## config.mk

```make
export PLATFORM = sky130hd
export DESIGN_NAME = fifo_uart_tx
export DESIGN_NICKNAME = d
export VERILOG_FILES = /design/src/rtl/fifo_uart_tx.sv
export SDC_FILE = /design/constraint.sdc
export NUM_CORES = 1
export LEC_CHECK = 0
export ABC_AREA = 1
export BUFFER_PORTS_ARGS = -buffer_cell sky130_fd_sc_hd__buf_2
export CAP_MARGIN = 10
export CORE_MARGIN = 2
export CORE_UTILIZATION = 25
export DETAILED_ROUTE_END_ITERATION = 8
export PLACE_DENSITY = 0.45
export SLEW_MARGIN = 20
export SYNTH_ARGS = -nofsm -noshare
export SYNTH_HDL_FRONTEND = slang
export SYNTH_SLANG_ARGS = --single-unit
```

## constraint.sdc

```tcl
create_clock -name i_clk -period 1.7 [get_ports i_clk]
set_input_delay 0.085 -clock i_clk [delete_from_list [all_inputs] [get_ports i_clk]]
set_output_delay 0.085 -clock i_clk [all_outputs]
set_load 0.005 [all_outputs]
```

## src/rtl/fifo_uart_tx.sv

```systemverilog
// FIFO-drain serial transmitter: pops one word at a time and sends it as
// start + LSB-first data + optional parity + stop bit(s).
module fifo_uart_tx #(
    parameter int DATA_SIZE    = 8,
    parameter int CLKS_PER_BIT = 16,
    parameter int PARITY_MODE  = 0,
    parameter int STOP_BITS    = 1
) (
    input  logic                 i_clk,
    input  logic                 i_rst,
    input  logic                 i_tx_en,
    input  logic                 i_fifo_empty,
    input  logic [DATA_SIZE-1:0] i_fifo_data,
    output logic                 o_fifo_pop,
    output logic                 o_fifo_can_read,
    output logic                 o_tx,
    output logic                 o_busy,
    output logic                 o_frame_done
);
    localparam int BAUD_W = (CLKS_PER_BIT > 1) ? $clog2(CLKS_PER_BIT) : 1;
    localparam int BIT_W  = $clog2(DATA_SIZE) + 1;
    localparam logic [BAUD_W-1:0] BAUD_LAST = BAUD_W'(CLKS_PER_BIT - 1);
    localparam logic [BIT_W-1:0]  DATA_LAST = BIT_W'(DATA_SIZE - 1);
    localparam logic [BIT_W-1:0]  STOP_LAST = BIT_W'(STOP_BITS - 1);
    localparam logic              ODD_PAR   = (PARITY_MODE == 2);

    typedef enum logic [2:0] {IDLE, POP, FETCH, START, DATA, PARITY, STOP} state_t;

    state_t               r_state, w_next;
    logic [DATA_SIZE-1:0] r_shift, w_shift_next;
    logic [BIT_W-1:0]     r_bit_cnt, w_bit_next;
    logic [BAUD_W-1:0]    r_baud, w_baud_next;
    logic                 r_parity, w_parity_next;
    logic                 r_tx, w_tx_next;
    logic                 r_pop, r_done;
    logic                 w_bit_end, w_can_start;

    assign w_bit_end   = (r_baud == BAUD_LAST);
    assign w_can_start = i_tx_en && !i_fifo_empty;

    always_comb begin
        w_next        = r_state;
        w_shift_next  = r_shift;
        w_bit_next    = r_bit_cnt;
        w_parity_next = r_parity;
        case (r_state)
            IDLE:   if (w_can_start) w_next = POP;
            POP:    w_next = FETCH;
            FETCH: begin
                w_shift_next  = i_fifo_data;
                w_parity_next = (^i_fifo_data) ^ ODD_PAR;
                w_bit_next    = '0;
                w_next        = START;
            end
            START:  if (w_bit_end) w_next = DATA;
            DATA: if (w_bit_end) begin
                if (r_bit_cnt == DATA_LAST) begin
                    w_bit_next = '0;
                    w_next     = (PARITY_MODE != 0) ? PARITY : STOP;
                end else begin
                    w_bit_next   = r_bit_cnt + 1'b1;
                    w_shift_next = r_shift >> 1;
                end
            end
            PARITY: if (w_bit_end) w_next = STOP;
            // bit counter is reused to count stop bits
            STOP: if (w_bit_end) begin
                if (r_bit_cnt == STOP_LAST) begin
                    w_bit_next = '0;
                    w_next     = w_can_start ? POP : IDLE;
                end else begin
                    w_bit_next = r_bit_cnt + 1'b1;
                end
            end
            default: w_next = IDLE;
        endcase

        w_baud_next = (w_next != r_state || w_bit_end) ? '0 : r_baud + 1'b1;

        // tx is registered, so it is decoded from the state being entered
        case (w_next)
            START:   w_tx_next = 1'b0;
            DATA:    w_tx_next = w_shift_next[0];
            PARITY:  w_tx_next = w_parity_next;
            default: w_tx_next = 1'b1;
        endcase
    end

    always_ff @(posedge i_clk or posedge i_rst) begin
        if (i_rst) begin
            r_state   <= IDLE;
            r_shift   <= '0;
            r_bit_cnt <= '0;
            r_baud    <= '0;
            r_parity  <= 1'b0;
            r_tx      <= 1'b1;
            r_pop     <= 1'b0;
            r_done    <= 1'b0;
        end else begin
            r_state   <= w_next;
            r_shift   <= w_shift_next;
            r_bit_cnt <= w_bit_next;
            r_baud    <= w_baud_next;
            r_parity  <= w_parity_next;
            r_tx      <= w_tx_next;
            r_pop     <= (w_next == POP);
            r_done    <= (r_state == STOP) && w_bit_end && (r_bit_cnt == STOP_LAST);
        end
    end

    assign o_tx            = r_tx;
    assign o_fifo_pop      = r_pop;
    assign o_fifo_can_read = r_pop;
    assign o_frame_done    = r_done;
    assign o_busy          = (r_state != IDLE);

endmodule
```

==> flow_summary.ini <==
[run_status]
status = finished clean

[worst_setup_path]
critical_path_class = register to register
start_kind = register
slowest_delay_ns = 0.49
cp.arrival_ns = 1.75
reg2reg_depth = 10
path_max_fanout = 7
endpoint_kind = register
ff2ff_setup_slack_ns = 0.12
cp_common_cell = nand2_2
r2r_start = r_state[0]
cp.required_ns = 1.87
crit_slowest_cell = dfrtp_1
path_cells = inv_2 > nand2_2 > nor2_2 > nand3_2 > nand2_1 > nand2_2 > nand3_1 > nand2_1 > nand2_2 > nor2_1
rr_endpoint = r_baud[2]

[synthesis]
synth_common_cells = nand2_1, dfrtp_1, inv_1, nand3_1
synth_fp_nets = 192
synth_mux_area_share_pct = 0
synth-simple-area-share_pct = 31.93
synth_compound_area_share_pct = 8.684
syn-cell-area_sq_mm = 0.001426
yosys-top-cells-area = dfrtp_1, nand2_1, nand3_1
synth_warnings = 0
yosysMostFrequentCell = nand2_1
synthXorXnorAreaFrac_pct = 8.596
synth_top_family_by_area = simple AND/OR/NAND/NOR gates
synth-main-ff-cell = dfrtp_1
yosys.area.top_type = dfrtp_1
avgSynthCellArea_sq_um = 8.059
ys_seq_area_share_pct = 40.44
yosys_register_bits = 23
synth_cell_types = 33
synth_edf_count = 0
async_reset_ff_share_pct = 100.0
syn-instance-count = 177
netlist.area_leader.share_pct = 38.60
synth_fa_ha_area_share_pct = 2.632

[timing]
holdWs_ns = 0.09155
min_period_over_period_pct = 93.15
tns_ns = 0
min_period_ns = 1.584
worstMarginPinSlew_ns = 0.3227
slew-limit-headroom_pct = 78.48
finalSetupViolCount = 0
drv_slew = 0
setup_slack_ns = 0.1164
finalHoldViolations = 0
fmax_mhz = 631.5
rsz0062_at_grt = yes
clock_skew_ns = 0.004143

[global_route]
grt_pass1_wl_mm = 5.023
grtUsageTotal_pct = 10.16
grt-busiest-layer = met2
antenna_found_initial = 0
overflow = 0
grt_use_met2_pct = 15.97
grt_pass1_vias = 1097
use_met3_pct = 1.697
use_met1_pct = 13.44
grt_max_degree = 24

[power_and_ir_drop]
ir_worst_vdd_mv = 0.2383
total_power_w = 0.001030
leakage_nw = 0.8456
cellPowerDensity_mw_per_mm2 = 605.9

[routing]
route.final.wire_length_mm = 2.969
drt_iter0_markers = 44
drc = 0
vias = 1178
ant_nets = 0
dr.pass1.iters = 5
wl_per_cell_um = 11.04
viasPerCell = 4.379

[worst_hold_path]
min_from = i_fifo_empty
whs_endpoint = o_fifo_can_read
min_path_type = primary input to register
holdPathStages = 4

[floorplan]
fp.dieH_um = 79.54
die_w_um = 79.54
coreArea_sq_mm = 0.005507
die_area_sq_mm = 0.006326
start_util_pct = 25.90
rows = 27
ioPinCount = 17

[finish]
fin_cells = 269
diodes = 0
drive_gt1_share_pct = 27.41
nets = 213
areaGrowthSynthToFinish_pct = 19.21

[place]
dp_hpwl_mm = 2.211
gp_congestion = 0.8088
place_ws_ns = -0.02088
portBuffers = 16
placed_cells = 263

[clock_tree]
clock_latency_ns = 0.27
clk_pin_slew_ns = 0.09
cts_made_buffers = 3
cts_num_sinks = 23
clock-root-buffer = clkbuf_8
h-tree-depth = 1
clk_path_buf_depth = 2
cts_tree = yes

[flow_run]
maxCapViolCount = 0
## per-stage QoR
stage | utilization [%] | cell area (sq um)
finish | 30.88 | 1700
global route | 30.88 | 1700
CTS | 30.11 | 1658
detailed placement | 28.93 | 1593
global placement | 28.93 | 1593
floorplan | - | 1426
## state kept, by name, summed over array words and instances (netlist names)
name / flops
o_fifo_can_read: 1
o_frame_done: 1
o_tx: 1
r_baud: 4
r_bit_cnt: 4
r_parity: 1
r_shift: 8
r_state: 3
## power by group
part | total [W] | switching [W] | internal [W]
clock | 0.000354 | 0.000186 | 0.000168
sequential | 0.000567 | 0.00000511 | 0.000562
combinational | 0.000110 | 0.0000614 | 0.0000481
total | 0.00103 | 0.000252 | 0.000778
## layer usage
layer  vias up  share of wire [%]
met5         -                  0
met2        25                 46
li1        608                  -
met1       540                 49
met3         5                3.6
met4         0                1.8
## layout make-up
| type | instances | area (sq um) |
|---|---|---|
| Inverter | 24 | 96.34 |
| Timing Repair Buffer | 20 | 112.6 |
| Fill cell | 587 | 3806 |
| Tap cell | 72 | 90.09 |
| Clock buffer | 4 | 45.04 |
| Multi-Input combinational cell | 126 | 779.5 |
| Sequential cell | 23 | 576.8 |
## worst max-delay path by stage
stage                             from  slack, ns   endpoint  depth (start not counted)
after floorplan              r_baud[0]       0.28  r_baud[2]                         10
after global placement       r_baud[0]     -0.009  r_baud[3]                         10
after detailed placement     r_baud[0]      -0.02  r_baud[3]                         10
after CTS                    r_baud[0]       0.03  r_baud[2]                         10
after global routing      r_bit_cnt[0]     -0.009  r_baud[2]                         10
final                       r_state[0]       0.12  r_baud[2]                         10
## layout by cell type, fill, tap and decap left out, types with 2 or more instances in the layout
master	Yosys	layout
nand2_2	4	5
clkbuf_8	0	3
dfrtp_1	22	22
xnor2_1	8	8
ha_1	3	2
buf_4	1	3
nand3_2	5	6
nor3_1	3	3
nand2_1	42	41
o21ai_1	5	5
inv_1	18	16
a22oi_1	4	4
nand2_4	2	2
nor2_1	8	8
nor2_2	3	3
xor2_1	6	6
inv_2	5	6
buf_2	0	16
o21ai_0	2	2
o211ai_1	2	2
nand3_1	18	16
## critical path: cells and delay by family (launching register included)
kind	cells	cell delay (ns)
buf+inv	1	0.12
flops	1	0.49
simple gates	9	0.86
## repair_timing
| item | CTS | global route |
|---|---|---|
| gates resized for setup | 2 | 9 |
| hold buffers | 1 | 0 |
| setup buffers | 0 | 1 |
| pin swaps | 0 | 3 |
| setup endpoints to repair | 4 | 5 |
| endpoints found under the hold margin | 22 | 0 |
## cell families (layout without fill, tap and decap cells)
family | Yosys count | after routing
AOI/OAI and AO/OA | 19 | 19
xor gates and xnor gates | 14 | 14
adders and majority gates | 3 | 3
buffers and inverters | 28 | 48
DFF | 23 | 23
and+or+nand+nor | 90 | 90
Power figures use the tool's default switching activity.
